==> src/rtl/song_pkg.sv <==
// ----------------------------------------------------------------------------
// song_pkg
// Shared definitions for the song sequencer:
//   - state_t        : sequencer FSM states
//   - note constants : half-period in clock cycles at 100 MHz (SP = rest)
//   - dur constants  : note length in duration units (1 unit = 1/8 s default)
//   - note_t         : one song-table entry (period, duration)
//   - cnt_width()    : counter width for a modulus, never below 1 bit
//   - demo_note()    : small reference tune usable by a song-table module
// ----------------------------------------------------------------------------
package song_pkg;

    typedef enum logic [1:0] {
        IDLE  = 2'd0,
        FETCH = 2'd1,
        LOAD  = 2'd2,
        PLAY  = 2'd3
    } state_t;

    localparam int NOTE_PERIOD_W = 20;
    localparam int NOTE_DUR_W    = 5;

    // Half-periods in clock cycles for a 100 MHz system clock.
    localparam logic [NOTE_PERIOD_W-1:0] C4 = 20'd191110;
    localparam logic [NOTE_PERIOD_W-1:0] D4 = 20'd170265;
    localparam logic [NOTE_PERIOD_W-1:0] E4 = 20'd151685;
    localparam logic [NOTE_PERIOD_W-1:0] F4 = 20'd143172;
    localparam logic [NOTE_PERIOD_W-1:0] G4 = 20'd127551;
    localparam logic [NOTE_PERIOD_W-1:0] C5 = 20'd95556;
    localparam logic [NOTE_PERIOD_W-1:0] SP = 20'd0;

    // Durations in units.
    localparam logic [NOTE_DUR_W-1:0] EIGHTH  = 5'd1;
    localparam logic [NOTE_DUR_W-1:0] QUARTER = 5'd2;
    localparam logic [NOTE_DUR_W-1:0] HALF    = 5'd4;
    localparam logic [NOTE_DUR_W-1:0] ONE     = 5'd8;
    localparam logic [NOTE_DUR_W-1:0] TWO     = 5'd16;

    typedef struct packed {
        logic [NOTE_PERIOD_W-1:0] period;
        logic [NOTE_DUR_W-1:0]    dur;
    } note_t;

    // Width of a counter that must hold 0 .. n-1; a modulus of 1 still
    // needs one bit so the counter declaration stays legal.
    function automatic int cnt_width(input int unsigned n);
        int w;
        if (n > 32'd1) begin
            w = $clog2(n);
        end else begin
            w = 1;
        end
        return w;
    endfunction

    // Short reference tune; any index past the tune returns the
    // end-of-song marker (dur = 0).
    function automatic note_t demo_note(input int unsigned idx);
        note_t n;
        case (idx)
            32'd0:   n = '{period: C4, dur: QUARTER};
            32'd1:   n = '{period: D4, dur: QUARTER};
            32'd2:   n = '{period: E4, dur: QUARTER};
            32'd3:   n = '{period: F4, dur: EIGHTH};
            32'd4:   n = '{period: SP, dur: EIGHTH};
            32'd5:   n = '{period: G4, dur: HALF};
            32'd6:   n = '{period: C5, dur: ONE};
            32'd7:   n = '{period: SP, dur: TWO};
            default: n = '{period: SP, dur: 5'd0};
        endcase
        return n;
    endfunction

endpackage

==> src/rtl/song_sequencer_tone_gen.sv <==
// ----------------------------------------------------------------------------
// tone_gen
// Square-wave generator driven by a half-period count.
// Ports:
//   clock, reset : system clock, asynchronous active-high reset
//   period       : half-period in clock cycles, 0 = rest (output held low)
//   enable       : advance the half-period counter this cycle
//   clear        : restart the tone phase (counter and output to 0)
//   audio_out    : registered square-wave output
// clear has priority over enable; with neither asserted everything holds,
// which is how pause freezes the waveform.
// ----------------------------------------------------------------------------
module tone_gen
    import song_pkg::*;
#(
    parameter int PERIOD_W = 20
) (
    input  logic                clock,
    input  logic                reset,
    input  logic [PERIOD_W-1:0] period,
    input  logic                enable,
    input  logic                clear,
    output logic                audio_out
);

    logic [PERIOD_W-1:0] half_cnt_r;
    logic                is_rest_s;
    logic                half_done_s;

    // Detect the last cycle of the current half-period; a rest never wraps.
    always_comb begin
        is_rest_s   = (period == {PERIOD_W{1'b0}});
        half_done_s = 1'b0;
        if (is_rest_s) begin
            half_done_s = 1'b0;
        end else begin
            half_done_s = (half_cnt_r == (period - {{(PERIOD_W-1){1'b0}}, 1'b1}));
        end
    end

    // Half-period counter and output toggle.
    always_ff @(posedge clock or posedge reset) begin
        if (reset) begin
            half_cnt_r <= {PERIOD_W{1'b0}};
            audio_out  <= 1'b0;
        end else if (clear) begin
            half_cnt_r <= {PERIOD_W{1'b0}};
            audio_out  <= 1'b0;
        end else if (enable) begin
            if (is_rest_s) begin
                half_cnt_r <= {PERIOD_W{1'b0}};
                audio_out  <= 1'b0;
            end else if (half_done_s) begin
                half_cnt_r <= {PERIOD_W{1'b0}};
                audio_out  <= ~audio_out;
            end else begin
                half_cnt_r <= half_cnt_r + {{(PERIOD_W-1){1'b0}}, 1'b1};
            end
        end
    end

endmodule

==> src/rtl/song_sequencer.sv <==
// ----------------------------------------------------------------------------
// song_sequencer
// Plays a song from an external (period, duration) table as a square wave.
// Ports:
//   clock, reset        : system clock, asynchronous active-high reset
//   start, stop         : 1-cycle control pulses (stop > start)
//   pause               : level, freezes playback while high in PLAY
//   loop_en             : level, sampled at song end to restart the song
//   rom_addr            : table index being fetched (registered)
//   rom_period, rom_dur : table data, valid one cycle after rom_addr
//   audio_out           : square-wave output
//   aud_sd              : amplifier enable, always 1
//   busy                : high whenever not IDLE
//   done                : 1-cycle pulse on song completion
//   note_idx            : index of the current note
// Each note takes FETCH + LOAD + dur*UNIT_CYCLES PLAY cycles. rom_addr is
// updated together with note_idx, so it is already stable during FETCH and
// a 1-cycle registered table presents its data in LOAD.
// ----------------------------------------------------------------------------
module song_sequencer
    import song_pkg::*;
#(
    parameter int CLK_HZ      = 100_000_000,
    parameter int UNIT_CYCLES = CLK_HZ / 8,
    parameter int SONG_LEN    = 48,
    parameter int ADDR_W      = 10,
    parameter int PERIOD_W    = 20,
    parameter int DUR_W       = 5
) (
    input  logic                clock,
    input  logic                reset,
    input  logic                start,
    input  logic                stop,
    input  logic                pause,
    input  logic                loop_en,
    output logic [ADDR_W-1:0]   rom_addr,
    input  logic [PERIOD_W-1:0] rom_period,
    input  logic [DUR_W-1:0]    rom_dur,
    output logic                audio_out,
    output logic                aud_sd,
    output logic                busy,
    output logic                done,
    output logic [ADDR_W-1:0]   note_idx
);

    localparam int                UNIT_W    = cnt_width(UNIT_CYCLES);
    localparam logic [UNIT_W-1:0] UNIT_LAST = UNIT_W'(UNIT_CYCLES - 1);
    localparam logic [ADDR_W-1:0] LAST_IDX  = ADDR_W'(SONG_LEN - 1);

    state_t              state_r;
    logic [PERIOD_W-1:0] period_r;
    logic [DUR_W-1:0]    dur_cnt_r;
    logic [UNIT_W-1:0]   unit_cnt_r;

    logic play_step_s;
    logic unit_last_s;
    logic note_last_s;
    logic end_path_s;
    logic tone_enable_s;
    logic tone_clear_s;

    assign aud_sd = 1'b1;

    // Per-cycle decisions. start/stop override everything, so a playing
    // step only happens in an unpaused PLAY cycle without a control pulse.
    always_comb begin
        play_step_s = (state_r == PLAY) && !pause && !stop && !start;
        unit_last_s = (unit_cnt_r == UNIT_LAST);
        note_last_s = play_step_s && unit_last_s &&
                      (dur_cnt_r == {{(DUR_W-1){1'b0}}, 1'b1});
        end_path_s  = 1'b0;
        if (stop || start) begin
            end_path_s = 1'b0;
        end else if ((state_r == LOAD) && (rom_dur == {DUR_W{1'b0}})) begin
            end_path_s = 1'b1;
        end else begin
            end_path_s = note_last_s && (note_idx == LAST_IDX);
        end
        // The tone only runs while the next cycle is still PLAY; leaving
        // PLAY (or sitting in any other state) restarts the phase at 0.
        tone_enable_s = play_step_s && !note_last_s;
        tone_clear_s  = (state_r != PLAY) || stop || start || note_last_s;
    end

    // Sequencer FSM with its counters and registered outputs.
    always_ff @(posedge clock or posedge reset) begin
        if (reset) begin
            state_r    <= IDLE;
            period_r   <= {PERIOD_W{1'b0}};
            dur_cnt_r  <= {DUR_W{1'b0}};
            unit_cnt_r <= {UNIT_W{1'b0}};
            note_idx   <= {ADDR_W{1'b0}};
            rom_addr   <= {ADDR_W{1'b0}};
            busy       <= 1'b0;
            done       <= 1'b0;
        end else begin
            done <= 1'b0;
            if (stop) begin
                state_r <= IDLE;
                busy    <= 1'b0;
            end else if (start) begin
                state_r  <= FETCH;
                busy     <= 1'b1;
                note_idx <= {ADDR_W{1'b0}};
                rom_addr <= {ADDR_W{1'b0}};
            end else if (end_path_s) begin
                done     <= 1'b1;
                note_idx <= {ADDR_W{1'b0}};
                rom_addr <= {ADDR_W{1'b0}};
                if (loop_en) begin
                    state_r <= FETCH;
                    busy    <= 1'b1;
                end else begin
                    state_r <= IDLE;
                    busy    <= 1'b0;
                end
            end else begin
                case (state_r)
                    IDLE: begin
                        busy <= 1'b0;
                    end
                    FETCH: begin
                        rom_addr <= note_idx;
                        state_r  <= LOAD;
                    end
                    LOAD: begin
                        period_r   <= rom_period;
                        dur_cnt_r  <= rom_dur;
                        unit_cnt_r <= {UNIT_W{1'b0}};
                        state_r    <= PLAY;
                    end
                    PLAY: begin
                        if (play_step_s) begin
                            if (unit_last_s) begin
                                unit_cnt_r <= {UNIT_W{1'b0}};
                                dur_cnt_r  <= dur_cnt_r - {{(DUR_W-1){1'b0}}, 1'b1};
                            end else begin
                                unit_cnt_r <= unit_cnt_r + {{(UNIT_W-1){1'b0}}, 1'b1};
                            end
                            if (note_last_s) begin
                                note_idx <= note_idx + {{(ADDR_W-1){1'b0}}, 1'b1};
                                rom_addr <= note_idx + {{(ADDR_W-1){1'b0}}, 1'b1};
                                state_r  <= FETCH;
                            end
                        end
                    end
                    default: begin
                        state_r <= IDLE;
                        busy    <= 1'b0;
                    end
                endcase
            end
        end
    end

    tone_gen #(
        .PERIOD_W (PERIOD_W)
    ) u_tone_gen (
        .clock     (clock),
        .reset     (reset),
        .period    (period_r),
        .enable    (tone_enable_s),
        .clear     (tone_clear_s),
        .audio_out (audio_out)
    );

endmodule

==> config.mk <==
export PLATFORM = sky130hd
export DESIGN_NAME = song_sequencer
export DESIGN_NICKNAME = d
export VERILOG_FILES = /design/src/rtl/song_pkg.sv /design/src/rtl/song_sequencer_tone_gen.sv /design/src/rtl/song_sequencer.sv
export SDC_FILE = /design/constraint.sdc
export NUM_CORES = 1
export LEC_CHECK = 0
export BUFFER_PORTS_ARGS = -buffer_cell sky130_fd_sc_hd__buf_2
export CAP_MARGIN = 10
export CELL_PAD_IN_SITES_DETAIL_PLACEMENT = 1
export CELL_PAD_IN_SITES_GLOBAL_PLACEMENT = 1
export CORE_UTILIZATION = 49
export CTS_CLUSTER_SIZE = 16
export DETAILED_ROUTE_END_ITERATION = 10
export PLACE_DENSITY_LB_ADDON = 0.1
export SLEW_MARGIN = 20
export SYNTH_ARGS = -nofsm -noshare
export SYNTH_HDL_FRONTEND = slang
export SYNTH_SLANG_ARGS = --single-unit
==> constraint.sdc <==
create_clock -name clock -period 5.2 [get_ports clock]
set_clock_uncertainty 0.15 [all_clocks]
set_input_delay 0.52 -clock clock [delete_from_list [all_inputs] [get_ports clock]]
set_output_delay 0.52 -clock clock [all_outputs]
set_load 0.01 [all_outputs]
==> metrics.txt <==
status=finished clean; WL/cell=17.5 microns; Max Buffers Root-to-Sink=2; initial antenna violation count=0; fillcell total=1274; DRC viols=0; CTS H-tree lvls=3; Lkg Pwr=2.58 nW; max incr delay on CP=0.75 ns; number of flops mapped to enable cells by yosys=0; pin count of the biggest net entering global routing=58; GRT overflow=0; Clk network pwr share=26.7%; PostCTS Resize Cnt=0; Worst-Margin Slew=1.09 ns; Layout Nets=669; layout cell share with drive strength beyond 1=16.5%; TritonRoute pass-1 iters=4; multi-input combinational cell area=0.00285 sq mm; CP most frequent cell=or4_1; Worst Path Buf+Inv=0; worst vdd ir=0.160 mV; die height=107 microns; max-capacitance violation count=0; Post-Synth Simple-Gate Area=24.2%; Sw Share=34.3%; setup_tns=0 ns; final hold viol count=0; Relative slew margins=27.1%; RePlAce Congestion=0.867; most common library cells after synthesis=dfrtp_1 (94), nor2_1 (60), nand2_1 (49); sequential share of power=50.0%; Int Pwr=1.23 mW; CP max-delay cell=a21oi_2; largest family of logic cells by synthesized area=simple AND/OR/NAND/NOR gates; ant diodes=0; post-synthesis cell type count=58; period utilization=78.2%; GR Util All Layers=25.1%; maximum clock frequency=246 MHz; top post-synthesis cells by area=dfrtp_1 (44%), xnor2_1 (6.4%), mux2_2 (4.2%); vias after detailed routing=4445; Num CTS Buffers=9; Syn Nets=620; number of DRC markers in iteration 0=143; CTS root buf=clkbuf_8; Tmin final=4.06 ns; final setup violating endpoints=0; unrepaired setup endpoints after global routing=no; Finished Cell Area=0.00596 sq mm; Worst-path clk slew=0.10 ns; NetSw=643 uW; beginning of the critical path=period_r[3]; Critical Path Sink Type=flop; Die Span X=107 microns; Synth Warn #=0; pwr/cell area=315 mW/mm^2; CP Data Required Time=5.27 ns; Gate Count Post-Synth=578; Area Overhead vs Synth=11.3%; Fin Hold WS=0.0649 ns; # clock sinks=94; vias in the first global route=4627; cells along the critical path=or4_1 -> nor4_4 -> o32ai_1 -> a2111oi_0 -> nand4_1 -> or4_1 -> a21oi_2 -> nor2_1; most frequent cell after synthesis=dfrtp_1; Worst EP arrival=4.13 ns; number of synthesized register bits=94; post-synthesis mux area share=4.58%; # rows=37; sequential element share of the synthesized area=43.9%; cell family with most CP delay=simple AND/OR/NAND/NOR gates; worst-case reg-to-reg path depth=8; Post CTS Setup Buffer Count=0; Final HPWL DP=9930 microns; PortBufs=53; WL final=13400 microns; Final Max Slew Viols=0; Die ar.=0.0113 sq mm; worst-skew pair later-pin latency=0.37 ns; reg2reg start=period_r[3]; Post-DRT Antenna Nets=0; post-synth top area share=43.9%; netlist area before placement=0.00535 sq mm; crit path kind=reg -> reg; Core Util, Final=56.9%; asr flop ratio synth=100%; hold-fix buffers at CTS=0; startpoint types=flop; Crit Path Max Fanout=16; compound-cell area share of the yosys netlist=11.5%; XOR/XNOR Fraction of Synth Area=10.1%; initial core utilization=51.2%; core area=0.0105 sq mm; io pins=55; Post-Place Cell Area=0.00575 sq mm; FF/Latch Area=0.00235 sq mm; HP Class=in -> async; adder-cell share of the synthesized area=2.57%; combinational share of power=23.3%; vias per cell=5.79; Synth Area per Inst=9.26 sq um; TritonCTS clock tree=built; leading area contributor after synthesis=dfrtp_1; first-pass GRT wire length=22500 microns; Synth Flop Type=dfrtp_1; WP depth=8
## state kept, by name, indices dropped and copies added, names as in the netlist
register               flops
busy                       1
done                       1
rom_addr                  10
state_r                    2
u_tone_gen.audio_out       1
dur_cnt_r                  5
note_idx                  10
unit_cnt_r                24
period_r                  20
u_tone_gen.half_cnt_r     20
## power by group through the flow
stage / clock (mW) / sequential [mW] / combinational (mW)
6_report: 0.500 / 0.936 / 0.437
5_1_grt: 0.532 / 0.950 / 0.485
2_1_floorplan: 0 / 0.908 / 0.336
4_1_cts: 0.509 / 0.935 / 0.439
3_3_place_gp: 0 / 0.942 / 0.415
3_5_place_dp: 0 / 0.950 / 0.434
## placed cells by master, fill, tap and decap left out, types with 2 or more instances in the layout
cell        synthesis  final
nand3_1            26     26
clkinvlp_4          0      3
nor4_1             11     11
xnor2_1            39     39
buf_2               3     53
and2_1              3      3
and4_1              2      2
or3_1               5      5
o211ai_1            4      4
nand2_1            49     49
a21oi_1             8      8
buf_4               1      5
a22o_1             10     10
inv_1              21     20
a21o_1              2      2
mux2_2             20     20
clkbuf_8            0      9
nor2_1             60     60
nor2b_1             7      7
o22ai_1             5      5
mux2i_1             2      2
a31oi_1             4      4
o21ai_0            41     41
o31ai_1             4      3
or4_1               4      4
a211oi_1            3      3
clkinv_4            0      2
nand3b_1            4      4
nor3_1             24     24
ha_1               11     11
nand2b_1           17     17
xor2_1             23     23
o211a_1             2      2
clkinv_2            0      2
nand4_1            14     14
dfrtp_1            94     94
and3_1             15     15
## per-layer routing
metal	wire length (microns)	GRT usage (%)
met5	0	0
met4	230	7.14
met3	253	3.74
met2	6830	44.7
met1	6120	31.5
## final timing paths
kind	slack, ns	to
max reg2reg	1.14	u_tone_gen.half_cnt_r[6]
max	1.14	u_tone_gen.half_cnt_r[6]
min	0.06	period_r[19]
max in group asynchronous	3.63	unit_cnt_r[6]
min in group clock	0.23	period_r[18]
min reg2reg	0.35	rom_addr[0]
## cell families (layout without fill, tap and decap cells)
| logic type | Yosys count | after routing |
|---|---|---|
| simple gates | 251 | 251 |
| compound gates | 96 | 96 |
| flops | 94 | 94 |
| xor+xnor | 62 | 62 |
| buf+inv | 41 | 95 |
| mux | 22 | 22 |
| fa+ha+maj | 11 | 11 |
| other cells | 1 | 1 |
## metrics by stage
stage          setup slack, ns  total power [mW]  instances
2_1_floorplan             1.82              1.24        578
3_3_place_gp              1.37              1.36        752
3_5_place_dp              1.18              1.38        752
4_1_cts                   1.15              1.88        768
5_1_grt                  0.834              1.97        768
6_report                  1.14              1.87        768
## final cells by class
| cell class | instances | share of cell area [%] |
|---|---|---|
| flip-flops and latches | 94 | 39.5 |
| clock inverters | 7 | 1.26 |
| repair buffers | 58 | 5.08 |
| inverters | 21 | 1.34 |
| multi-input cells | 443 | 47.9 |
| well taps | 136 | 2.86 |
| clock buffers | 9 | 2.08 |
(Power assumes the default switching activity.)
